===== src/rtl/pipe_stage_skid.sv =====
// -----------------------------------------------------------------------------
// pipe_stage_skid
//   Pipeline stage register with valid/ready handshake. It holds a main entry
//   that drives the outputs and one skid entry that catches a beat which
//   arrives while the main entry is stalled. A synchronous flush turns the
//   stage into a bubble. After reset, in_ready is held low for a warm-up
//   period. The control field is forced to CTRL_BUBBLE whenever no valid
//   instruction is presented, so a stalled or empty stage can never issue a
//   write downstream.
//
// Ports
//   clk        : clock; all state changes on the rising edge
//   reset_n    : asynchronous active-low reset
//   flush      : synchronous kill of main and skid entries
//   in_valid   : upstream offers in_data/in_ctrl
//   in_ready   : stage accepts this cycle (warm, skid free, no flush)
//   in_data    : upstream datapath payload
//   in_ctrl    : upstream control payload
//   out_valid  : out_data/out_ctrl carry a live instruction
//   out_ready  : downstream accepts (0 = stall)
//   out_data   : registered datapath payload (holds its value when empty)
//   out_ctrl   : registered control payload, CTRL_BUBBLE when out_valid=0
//   occupancy  : live entries held (0, 1 or 2)
// -----------------------------------------------------------------------------
module pipe_stage_skid #(
    parameter int unsigned        DATA_W      = 16,
    parameter int unsigned        CTRL_W      = 12,
    parameter logic [CTRL_W-1:0]  CTRL_BUBBLE = '0,
    parameter int unsigned        WARMUP      = 1     // 0..15
) (
    input  logic              clk,
    input  logic              reset_n,
    input  logic              flush,
    input  logic              in_valid,
    output logic              in_ready,
    input  logic [DATA_W-1:0] in_data,
    input  logic [CTRL_W-1:0] in_ctrl,
    output logic              out_valid,
    input  logic              out_ready,
    output logic [DATA_W-1:0] out_data,
    output logic [CTRL_W-1:0] out_ctrl,
    output logic [1:0]        occupancy
);

    localparam logic [3:0] WARMUP_CNT = WARMUP[3:0];

    // Main entry (drives the outputs) and skid entry (catches a beat during a stall).
    logic              main_valid_q, main_valid_d;
    logic [DATA_W-1:0] main_data_q,  main_data_d;
    logic [CTRL_W-1:0] main_ctrl_q,  main_ctrl_d;
    logic              skid_valid_q, skid_valid_d;
    logic [DATA_W-1:0] skid_data_q,  skid_data_d;
    logic [CTRL_W-1:0] skid_ctrl_q,  skid_ctrl_d;

    // Warm-up: edges since reset release, saturating at WARMUP. warm_q is
    // registered so that WARMUP=0 still keeps in_ready low until the first edge.
    logic [3:0] warm_cnt_q, warm_cnt_d;
    logic       warm_q,     warm_d;

    logic in_fire;
    logic out_fire;

    // in_ready depends only on local state and flush; out_ready never reaches it.
    assign in_ready  = warm_q & ~skid_valid_q & ~flush;
    assign in_fire   = in_valid & in_ready;
    assign out_valid = main_valid_q;
    assign out_fire  = main_valid_q & out_ready;
    assign out_data  = main_data_q;
    // Mask stale control bits so that an empty stage always looks like a no-op.
    assign out_ctrl  = main_valid_q ? main_ctrl_q : CTRL_BUBBLE;
    assign occupancy = {1'b0, main_valid_q} + {1'b0, skid_valid_q};

    always_comb begin
        // NOTE: every signal driven here gets a default first, so no path can
        // leave it unassigned and infer a latch.
        warm_cnt_d   = (warm_cnt_q == WARMUP_CNT) ? warm_cnt_q : warm_cnt_q + 4'd1;
        warm_d       = (warm_cnt_d == WARMUP_CNT);

        main_valid_d = main_valid_q;
        main_data_d  = main_data_q;
        main_ctrl_d  = main_ctrl_q;
        skid_valid_d = skid_valid_q;
        skid_data_d  = skid_data_q;
        skid_ctrl_d  = skid_ctrl_q;

        if (flush) begin
            // Kill both entries; payload registers keep their last value.
            main_valid_d = 1'b0;
            skid_valid_d = 1'b0;
        end else if (!main_valid_q || out_fire) begin
            // Main slot frees up this edge: the skid is older than any new offer.
            // in_ready is low while the skid is full, so both cannot fire together.
            if (skid_valid_q) begin
                main_valid_d = 1'b1;
                main_data_d  = skid_data_q;
                main_ctrl_d  = skid_ctrl_q;
                skid_valid_d = 1'b0;
            end else if (in_fire) begin
                main_valid_d = 1'b1;
                main_data_d  = in_data;
                main_ctrl_d  = in_ctrl;
            end else begin
                main_valid_d = 1'b0;
            end
        end else if (in_fire) begin
            // Main is stalled: park the new beat in the skid.
            skid_valid_d = 1'b1;
            skid_data_d  = in_data;
            skid_ctrl_d  = in_ctrl;
        end
    end

    // NOTE: sequential state uses non-blocking assignments so every flop
    // samples its _d value from before the edge.
    // NOTE: the payload registers are reset as well because out_data must read
    // 0 out of reset; the skid payload follows for symmetry and X-free outputs.
    always_ff @(posedge clk or negedge reset_n) begin
        if (!reset_n) begin
            warm_cnt_q   <= '0;
            warm_q       <= 1'b0;
            main_valid_q <= 1'b0;
            main_data_q  <= '0;
            main_ctrl_q  <= CTRL_BUBBLE;
            skid_valid_q <= 1'b0;
            skid_data_q  <= '0;
            skid_ctrl_q  <= CTRL_BUBBLE;
        end else begin
            warm_cnt_q   <= warm_cnt_d;
            warm_q       <= warm_d;
            main_valid_q <= main_valid_d;
            main_data_q  <= main_data_d;
            main_ctrl_q  <= main_ctrl_d;
            skid_valid_q <= skid_valid_d;
            skid_data_q  <= skid_data_d;
            skid_ctrl_q  <= skid_ctrl_d;
        end
    end

endmodule

===== config.mk =====
export PLATFORM = sky130hd
export DESIGN_NAME = pipe_stage_skid
export DESIGN_NICKNAME = d
export VERILOG_FILES = /design/src/rtl/pipe_stage_skid.sv
export SDC_FILE = /design/constraint.sdc
export NUM_CORES = 1
export LEC_CHECK = 0
export ABC_AREA = 1
export CAP_MARGIN = 25
export CORE_MARGIN = 2
export CORE_UTILIZATION = 30
export DETAILED_ROUTE_END_ITERATION = 10
export PLACE_DENSITY = 0.58
export SLEW_MARGIN = 20
export SYNTH_ARGS = -nofsm -noshare
export SYNTH_HDL_FRONTEND = slang
export SYNTH_SLANG_ARGS = --single-unit

===== constraint.sdc =====
create_clock -name clk -period 2.26 [get_ports clk]
set_input_delay 0.339 -clock clk [delete_from_list [all_inputs] [get_ports clk]]
set_output_delay 0.339 -clock clk [all_outputs]
set_load 0.01 [all_outputs]

### Yosys cells after proc, flatten, opt, wreduce, memory -nomap -nowiden

Cells that the tools add are included.

| storage, ports and cells | value |
|---|---|
| bits in registers | 63 |
| input port bits | 33 |
| output and inout port bits | 32 |
| word-level logic and storage cells | 39 |

| operators by class | value |
|---|---|
| add/sub/neg operators | 2 |
| eq/ne operators | 2 |
| muxes and demuxes | 13 |
| bitwise logic cells | 7 |
| reduce and logical (&&, ||, !) cells | 7 |

Operators with widths:

| cell | number |
|---|---|
| two-way mux 12 bit | 3 |
| two-way mux 16 bit | 2 |
| == test 4 x 1 -> 1 bit, second input constant | 2 |
| two-way mux 1 bit | 7 |
| AND reduction 3 bit | 2 |
| adder 4 x 1 -> 4 bit, second input constant | 1 |
| bitwise AND 1 bit | 4 |
| two-way mux 4 bit | 1 |
| nonzero test 2 bit | 2 |
| inverter 1 bit | 3 |
| nonzero test 3 bit | 1 |
| adder 1 x 1 -> 2 bit | 1 |
| zero test 1 bit | 1 |
| logical OR 1 bit | 1 |

### Logic depth before layout (Yosys ltp)

Gate-level depths: netlist of run 1.

| depth | value |
|---|---|
| word-level depth | 8 |
| depth in mapped cells | 8 |
| depth with buffers taken out | 7 |

### Worst setup path after synthesis of run 1

No wires, ideal clock.

| timing path | value |
|---|---|
| path type | register to output |
| start | reg main_valid_q (netlist: out_valid) |
| end | out out_ctrl[10] |
| arrival | 896 ps |
| required time | 1921 ps |
| setup slack | 1025 ps |
| stages on the path, launching flop included | 4 |
| buffers on the path | 1 |
| cells stage by stage | dfrtp_1 clkbuf_1 nand2_1 inv_1 |

| between the ends | value |
|---|---|
| cells in the longest elaborated chain, start to end | 1 |

Ends and longest elaborated chain:

| element | line | source |
|---|---|---|
| start, declared | 48 | `logic main_valid_q, main_valid_d;` |
| start signal, assigned | 130 | `main_valid_q <= main_valid_d;` |
| two-way mux 12 bit | 70 | `assign out_ctrl = main_valid_q ? main_ctrl_q : CTRL_BUBBLE;` |
| end, declared | 41 | `output logic [CTRL_W-1:0] out_ctrl,` |

No other way between the ends.

### Worst setup path in the final report of run 1

| timing path | value |
|---|---|
| start | reg main_valid_q (netlist: out_valid) |
| end | out occupancy[0] |

| between the ends | value |
|---|---|
| cells in the longest elaborated chain, start to end | 1 |

Ends and longest elaborated chain:

| element | line | source |
|---|---|---|
| adder 1 x 1 -> 2 bit | 71 | `assign occupancy = {1'b0, main_valid_q} + {1'b0, skid_valid_q};` |
| end, declared | 42 | `output logic [1:0] occupancy` |

No other way between the ends.

==> reports/qor.csv, run 1 <==
stage,metric,value,unit
setup_path,cp_data_required_time,1.92,ns
clocking,cts-hold-fix-buffers,0,
floorplan,core_area,10200,µm²
pwr,power_frac_seq,48.9,%
clocking,root_buffer,clkbuf_8,
final_layout,n_fill_cell,1070,
route,drt_pre_antenna_iters,4,
clocking,cts.sinks,63,
logic_synthesis,yosys_warnings,0,
setup_path,crit_type,flop to output port,
place,place_hpwl,5280,µm
route,wl_met1,3730,µm
route,vias,2762,
final_layout,drive_above_1_share,8.39,%
final_layout,synthToLayoutAreaGrowth,31.2,%
pwr,switching_share,27.5,%
logic_synthesis,avgSynthCellArea,7.68,µm²
floorplan,io_pins,65,
final_layout,fin_util,40.2,%
route,vias_per_cell,4.51,
timing,tightestPinTransition,0.562,ns
global_routing,track_usage,14.5,%
setup_path,cp-end-kind,output port,
pwr,leakage,2.16,nW
timing,setup_viol,0,
global_routing,grt_remaining_overflow,0,
clocking,cts_buffers,9,
timing,finalMaxSlewViolations,0,
pwr,p_int,2.15,mW
setup_path,r2r_slack,0.55,ns
logic_synthesis,ys_seq_elements,63,
setup_path,path_max_fanout,15,
setup_path,regToRegStartpoint,out_valid,
route,routed-wl-met2,3520,µm
pwr,ir_worst_vdd,0.256,mV
logic_synthesis,synth_area,3130,µm²
route,drt_wl_total,7710,µm
timing,rsz0062_at_grt,no,
setup_path,cp.arrival,1.83,ns
route,drt-initial-drc-count,167,
run,drv_cap,0,
pwr,pwr_density_cell,720,nW/µm²
timing,setup_tns,0,ns
final_layout,mostFrequentLayoutCells,"nand2_1, clkdlybuf4s50_1, dfrtp_1",
pwr,p_clk_share,32.5,%
final_layout,fin_nets,508,
final_layout,final_cell_area,4110,µm²
min_path,hold_path_class,primary input to async pin,
place,placed_area,3920,µm²
timing,fin_ws,0.0881,ns
floorplan,fp.dieW,106,µm
setup_path,worstSetupEndpoint,occupancy[0],
floorplan,die_h,106,µm
final_layout,insertedDiodeCount,0,
setup_path,crit_path_start_kind,flop,
status,status,finished clean,
timing,hold_viol_final,0,
route,top_layer,met4,
clocking,postCtsSetupRepairBufs,0,
final_layout,final_common_cell,nand2_1,
logic_synthesis,netlist_instances,408,
global_routing,grt_start_max_net_pins,64,
logic_synthesis,ys_seq_area_share,50.3,%
timing,layout_min_cycle_time,2.17,ns
timing,max_freq,460,MHz
floorplan,initial_core_util,30.6,%
place,dp_slack,0.233,ns
timing,post-route-period-util,96.1,%
setup_path,reg2regPathDepth,6,
timing,clock_skew,0.00815,ns
clocking,cts_tree,built,
logic_synthesis,synth_nets,444,
clocking,clock_latency,0.33,ns
global_routing,grt_pass1_wl,13000,µm
logic_synthesis,ys_types,20,
timing,slew_headroom,62.6,%
clocking,cts_buffer_depth,2,
route,drc,0,
setup_path,r2r_end,skid_ctrl_q[8],
floorplan,rows,37,
pwr,combPwrFrac,18.6,%
place,numPortBuffers,64,
route,ant_nets,0,
place,globalplace.congestion,0.756,
clocking,htree_levels,3,
clocking,cts.clk_slew.worst_paths,0.07,ns
floorplan,fp.dieArea,11300,µm²
clocking,ctsResizeCount,0,
route,wl_met3,327,µm
global_routing,grt_pass1_vias,2588,
global_routing,antenna_found_initial,0,
route,wl_per_cell,12.6,µm
pwr,p_sw,813,µW
setup_path,startpoint,out_valid,
==> power groups by stage <==
stage	clock, mW	combinational (mW)	sequential, mW
6_report	0.960	0.551	1.45
5_1_grt	1.03	0.628	1.47
4_1_cts	0.990	0.563	1.45
3_5_place_dp	0	0.562	1.47
3_3_place_gp	0	0.551	1.46
2_1_floorplan	0	0.254	1.47
==> critical path: stages (launching register included) <==
cell and delay [ns]:
dfrtp_1 0.59, ha_1 0.39, clkdlybuf4s50_1 0.52
==> kinds of logic after synthesis <==
family	share of synthesized area, %
adder cells (fa/ha/maj)	1.20
flip-flops	50.3
buffers and inverters	10.8
AO/OA/AOI/OAI	4.83
AND/OR/NAND/NOR	32.8
==> cell type report <==
class / instances / area (µm²) / area share, %
timing repair buffer: 80 / 768 / 18.7
sequential: 63 / 1580 / 38.4
inverter: 50 / 188 / 4.57
tap: 136 / 170 / 4.14
multi-input combinational: 268 / 1220 / 29.6
clock inverter: 4 / 45.0 / 1.10
clock buffer: 12 / 145 / 3.53
==> synthesized netlist by cell type <==
library cell / instances / share of area [%]
and3_1: 1 / 0.20
buf_1: 2 / 0.24
buf_2: 13 / 2.1
buf_4: 7 / 1.7
buf_6: 1 / 0.36
clkbuf_1: 4 / 0.48
dfrtp_1: 63 / 50
ha_1: 3 / 1.2
inv_1: 48 / 5.8
inv_2: 2 / 0.24
nand2_1: 167 / 20
nand2_2: 1 / 0.20
nand3_1: 32 / 5.1
nand3_2: 1 / 0.32
nand4_1: 29 / 5.8
nor2_1: 2 / 0.24
nor2_2: 1 / 0.20
nor2_4: 2 / 0.72
o21ai_0: 28 / 4.5
o21bai_2: 1 / 0.36
==> through the flow <==
stage                     total power [mW]  std cells  hold WS, ns
final                                 2.96        613       0.0149
after CTS                             3.00        613       0.0216
after floorplan                       1.73        408       0.0434
after global placement                2.01        597        0.384
after global routing                  3.13        613       0.0414
after detailed placement              2.03        597        0.390
==> routing by layer <==
metal / vias up / global-route usage [%]
li1: 1412 / -
met2: 66 / 22.9
met3: 15 / 2.82
met4: 0 / 5.08
met1: 1269 / 19.9
met5: - / 0
==> worst min path at each step <==
stage,startpoint,endpoint,cells after the start
floorplan,reset_n,main_ctrl_q[0],0
global placement,reset_n,main_ctrl_q[5],2
detailed placement,reset_n,main_ctrl_q[5],2
CTS,reset_n,main_ctrl_q[5],2
global route,reset_n,main_ctrl_q[5],2
finish,reset_n,main_ctrl_q[5],2
==> registers in the layout, indices dropped and copies added (netlist names) <==
| register | flops |
|---|---|
| main_ctrl_q | 12 |
| skid_data_q | 16 |
| skid_ctrl_q | 12 |
| skid_valid_q | 1 |
| warm_cnt_q | 4 |
| out_data | 16 |
| warm_q | 1 |
| out_valid | 1 |
Note: power is estimated with default switching activity, not from simulation.
==> run 2: changes to the inputs <==
CORE_ASPECT_RATIO = 2   (was unset)
==> run 2 against run 1 <==
Critical path type unchanged. Flip-flop and latch count stayed put. Sequential share of layout area shrank 1.3 points. Clock power grew 70%. Highest routed layer unchanged. Clock-buffer cell count fell by 1.
==> reports/qor.csv, run 2 (synthesized netlist as in run 1, its figures left out) <==
stage,metric,value,unit,change
status,status,finished clean,,
global_routing,grt_pass1_wl,13400,µm,+2.7%
floorplan,initial_core_util,30.9,%,+0.25 points
pwr,leakage,2.22,nW,+2.7%
clocking,clock_latency,0.33,ns,about the same
floorplan,rows,52,,+41%
final_layout,synthToLayoutAreaGrowth,35.9,%,
route,vias_per_cell,4.59,,+1.8%
final_layout,final_common_cell,nand2_1,,
timing,clock_skew,0.00453,ns,-0.00361 ns
final_layout,mostFrequentLayoutCells,"nand2_1, clkdlybuf4s50_1, dfrtp_1",,
clocking,cts_buffers,9,,unchanged
timing,rsz0062_at_grt,no,,
clocking,cts_buffer_depth,2,,unchanged
place,globalplace.congestion,0.777,,+2.8%
floorplan,fp.dieW,76.2,µm,-28%
final_layout,multi_input_area,1220,µm²,unchanged
floorplan,io_pins,65,,unchanged
global_routing,track_usage,15.2,%,+0.64 points
run,drv_cap,0,,unchanged
setup_path,crit_type,flop to output port,,
floorplan,fp.dieArea,11300,µm²,+0.44%
clocking,cts_tree,built,,
setup_path,critPathTopFamily,flip-flops,,
pwr,ir_worst_vdd,0.444,mV,+73%
place,numPortBuffers,64,,unchanged
pwr,power_frac_seq,40.1,%,-8.8 points
clocking,htree_levels,3,,unchanged
timing,setup_viol,0,,unchanged
setup_path,slowest_delay,0.58,ns,about the same
place,place_hpwl,5560,µm,+5.4%
setup_path,cp-end-kind,output port,,
setup_path,cp.arrival,1.81,ns,-0.02 ns
timing,tightestPinTransition,0.510,ns,-0.0513 ns
pwr,switching_share,24.5,%,-3.0 points
global_routing,grt_pass1_vias,2785,,+7.6%
final_layout,insertedDiodeCount,0,,unchanged
setup_path,path_max_fanout,27,,+12
floorplan,core_area,10100,µm²,-0.80%
timing,layout_min_cycle_time,2.15,ns,-0.0230 ns
global_routing,grt_remaining_overflow,0,,unchanged
route,drt_wl_total,8010,µm,+3.9%
setup_path,crit_path_start_kind,flop,,
clocking,root_buffer,clkbuf_16,,
timing,slew_headroom,66.0,%,+3.4 points
route,drc,0,,unchanged
clocking,cts.clk_slew.worst_paths,0.05,ns,-0.02 ns
setup_path,crit_buf_inv,1,,unchanged
pwr,p_clk_share,44.8,%,+12 points
clocking,cts.sinks,63,,unchanged
pwr,p_sw,891,µW,+9.6%
final_layout,drive_above_1_share,8.23,%,-0.16 points
pwr,combPwrFrac,15.1,%,-3.5 points
timing,hold_viol_final,0,,unchanged
setup_path,cp_slowest_cell,dfrtp_2,,
setup_path,path_cells,ha_1 > clkdlybuf4s50_1,,
timing,max_freq,465,MHz,+1.1%
route,drt_pre_antenna_iters,4,,unchanged
setup_path,cp_data_required_time,1.92,ns,about the same
final_layout,n_fill_cell,1057,,-1.2%
pwr,p_int,2.75,mW,+28%
place,placed_area,3890,µm²,-0.80%
route,vias,2793,,+1.1%
route,drt-initial-drc-count,186,,+11%
final_layout,fin_nets,505,,-0.59%
timing,post-route-period-util,95.1,%,-1.0 points
timing,finalMaxSlewViolations,0,,unchanged
global_routing,antenna_found_initial,0,,unchanged
timing,setup_tns,0,ns,unchanged
pwr,pwr_density_cell,854,nW/µm²,+19%
global_routing,grt_start_max_net_pins,34,,-47%
timing,fin_hold_ws,0.466,ns,+0.451 ns
floorplan,die_h,148,µm,+40%
final_layout,final_cell_area,4260,µm²,+3.6%
route,ant_nets,0,,unchanged
min_path,hold_path_class,flop to flop,,
route,wl_per_cell,13.2,µm,+4.5%
final_layout,regArea,1580,µm²,about the same
==> run 2: cell type report <==
type | instances | area share, %
Inverter | 50 | 4.41
Clock buffer | 11 | 5.94
Multi-Input combinational cell | 268 | 28.6
Clock inverter | 5 | 2.44
Sequential cell | 63 | 37.1
Timing Repair Buffer | 77 | 17.6
Tap cell | 135 | 3.97
==> run 2: worst paths after layout <==
path	start	to	slack, ns	cells after the start
hold / removal	main_ctrl_q[10]	main_ctrl_q[10]	0.47	2
setup / recovery	skid_valid_q	occupancy[0]	0.11	2
hold reg to reg	main_ctrl_q[10]	main_ctrl_q[10]	0.47	2
setup reg to reg	skid_valid_q	main_ctrl_q[2]	0.40	5
min in group asynchronous	reset_n	main_ctrl_q[3]	0.52	2
max in group asynchronous	reset_n	main_ctrl_q[11]	1.13	3
==> run 2: tightest hold or removal path, cell delays in order, from the launching register on <==
cell and delay (ns):
dfrtp_1 0.34, nand2_1 0.05, nand2_1 0.04
==> run 2: power groups by stage <==
stage                     Sequential [mW]  Clock (mW)  Combinational (mW)
after global routing                 1.48        1.71               0.627
after detailed placement             1.48           0               0.556
after global placement               1.47           0               0.546
after CTS                            1.46        1.67               0.561
after floorplan                      1.47           0               0.254
final                                1.46        1.63               0.549
==> run 2: repair_timing <==
item	4_1_cts	5_1_grt
hold endpoints to repair	19	0
setup buffers	0	0
resized for setup	0	1
hold buffers	1	0
endpoints found under the setup margin	0	2
==> run 2: per-stage QoR <==
stage                     setup slack (ns)  total power, mW  utilization (%)  cells
after floorplan                       1.02             1.73                -    408
after global placement               0.235             2.01             38.3    592
after detailed placement             0.249             2.03             38.3    592
after CTS                           0.0351             3.69             41.9    609
after global routing                0.0463             3.82             41.9    609
final                                0.111             3.64             41.9    609
==> run 2: per-layer routing <==
metal | vias to the layer above | global-route usage, % | routed length, µm
met5 | - | 0 | 0
met4 | 0 | 9.27 | 307
met3 | 18 | 2.73 | 241
met2 | 57 | 27.6 | 4220
met1 | 1309 | 16.1 | 3240
li1 | 1409 | - | -
==> run 3: changes to the inputs <==
CORE_UTILIZATION = 55   (was 30)
PLACE_DENSITY = 0.91   (was 0.58)
==> run 3 against run 2 <==
Cell area is 6.2% lower. Critical path depth unchanged. Sequential power hardly changed.
==> reports/qor.csv, run 3 (synthesized netlist as in run 1, its figures left out) <==
stage,metric,value,unit,change
setup_path,cp_slowest_cell,clkdlybuf4s50_1,,
pwr,power,2.91,mW,-20%
place,placed_area,3820,µm²,-1.9%
route,vias,2909,,+4.2%
floorplan,rows,38,,-27%
floorplan,core_area,5470,µm²,-46%
setup_path,cp.arrival,1.68,ns,-0.13 ns
final_layout,drive_above_1_share,7.58,%,-0.65 points
setup_path,path_cells,ha_1 > clkdlybuf4s50_1,,
clocking,clock_latency,0.34,ns,about the same
place,globalplace.congestion,0.853,,+9.8%
timing,fin_hold_ws,0.0214,ns,-0.445 ns
clocking,cts.clk_slew.worst_paths,0.06,ns,about the same
final_layout,fin_util,73.0,%,+31 points
global_routing,antenna_found_initial,0,,unchanged
route,vias_per_cell,5.44,,+19%
place,place_hpwl,5360,µm,-3.7%
timing,max_freq,496,MHz,+6.6%
global_routing,grt_pass1_vias,2804,,+0.68%
floorplan,fp.dieArea,6350,µm²,-44%
setup_path,crit_path_start_kind,flop,,
clocking,cts_tree,built,,
timing,post-route-period-util,89.2,%,-5.9 points
status,status,finished clean,,
clocking,cts_buffers,9,,unchanged
pwr,leakage,2.15,nW,-3.3%
route,drt-initial-drc-count,151,,-19%
floorplan,fp.dieW,57.4,µm,-25%
min_path,hold_path_class,primary input to async pin,,
setup_path,slowest_delay,0.55,ns,-0.03 ns
final_layout,n_fill_cell,405,,-62%
setup_path,crit_type,flop to output port,,
timing,setup_tns,0,ns,unchanged
timing,fin_ws,0.244,ns,+0.133 ns
clocking,cts.sinks,63,,unchanged
timing,tightestPinTransition,0.655,ns,+0.145 ns
global_routing,grt_remaining_overflow,0,,unchanged
timing,setup_viol,0,,unchanged
setup_path,cp-end-kind,output port,,
setup_path,r2r_slack,0.68,ns,+0.28 ns
timing,hold_viol_final,0,,unchanged
final_layout,final_common_cell,nand2_1,,
run,drv_cap,0,,unchanged
route,drt_pre_antenna_iters,4,,unchanged
clocking,ctsResizeCount,0,,unchanged
clocking,root_buffer,clkbuf_8,,
final_layout,final_cell_area,3990,µm²,-6.2%
timing,slew_headroom,56.3,%,-9.6 points
pwr,ir_worst_vdd,0.570,mV,+28%
floorplan,io_pins,65,,unchanged
route,wl_per_cell,14.4,µm,+9.3%
global_routing,grt_start_max_net_pins,38,,+12%
route,ant_nets,0,,unchanged
floorplan,initial_core_util,57.3,%,+26 points
route,drt_wl_total,7690,µm,-4.0%
place,dp_slack,0.271,ns,+0.0228 ns
setup_path,cp_data_required_time,1.92,ns,about the same
global_routing,track_usage,26.1,%,+11 points
clocking,postCtsSetupRepairBufs,0,,unchanged
final_layout,insertedDiodeCount,0,,unchanged
clocking,cts_buffer_depth,2,,unchanged
pwr,pwr_density_cell,728,nW/µm²,-15%
place,dpl.cell_count,520,,-12%
clocking,htree_levels,3,,unchanged
setup_path,crit_buf_inv,1,,unchanged
timing,finalMaxSlewViolations,0,,unchanged
floorplan,die_h,111,µm,-25%
final_layout,multi_input_area,1220,µm²,unchanged
setup_path,critPathTopFamily,buffers and inverters,,
final_layout,synthToLayoutAreaGrowth,27.5,%,
timing,clock_skew,0.00479,ns,+0.000256 ns
route,drc,0,,unchanged
clocking,cts-hold-fix-buffers,0,,-1
final_layout,layoutNonFillerInstCount,535,,-12%
setup_path,path_max_fanout,4,,-85%
timing,rsz0062_at_grt,no,,
place,numPortBuffers,64,,unchanged
setup_path,startpoint,skid_valid_q,,
final_layout,fin_nets,507,,+0.40%
global_routing,grt_pass1_wl,12900,µm,-3.2%
final_layout,regArea,1580,µm²,-0.16%
setup_path,regToRegStartpoint,out_valid,,
timing,layout_min_cycle_time,2.02,ns,-0.133 ns
final_layout,mostFrequentLayoutCells,"nand2_1, clkdlybuf4s50_1, dfrtp_1",,
==> run 3: cell types whose count changed in the layout (fill, tap and decap cells not counted) <==
cell and delta:
clkinv_2 -1, clkinv_4 -1, dfrtp_1 +2, bufinv_16 -3, clkbuf_16 -9, clkbuf_8 +10
dfrtp_2 -2, buf_4 +3, clkbuf_1 +3, dlygate4sd3_1 -1
==> run 3: where the power goes <==
part	internal, mW	total, mW	switching (mW)	leakage, nW
Clock	0.484	0.887	0.404	0.0898
Combinational	0.274	0.562	0.288	1.26
Sequential	1.34	1.46	0.119	0.798
==> run 3: final timing paths <==
check	cells after the start	to
setup / recovery	2	occupancy[0]
hold / removal	1	main_ctrl_q[1]
setup reg to reg	8	out_data[7]
hold reg to reg	2	out_data[15]
max in group asynchronous	2	out_data[4]
min in group clk	2	out_data[15]
==> run 3: metal layers <==
layer  global-route usage, %  wire [µm]
met5                       0          0
met4                    17.2        304
met3                    3.38        441
met2                    42.8       4120
met1                    30.8       2820
==> run 3: cell type report <==
cell class              instances  share of cell area [%]
flip-flops and latches         63                    39.5
inverters                      50                    4.70
well taps                      60                    1.88
multi-input cells             268                    30.5
clock buffers                  15                    4.42
repair buffers                 79                    19.1
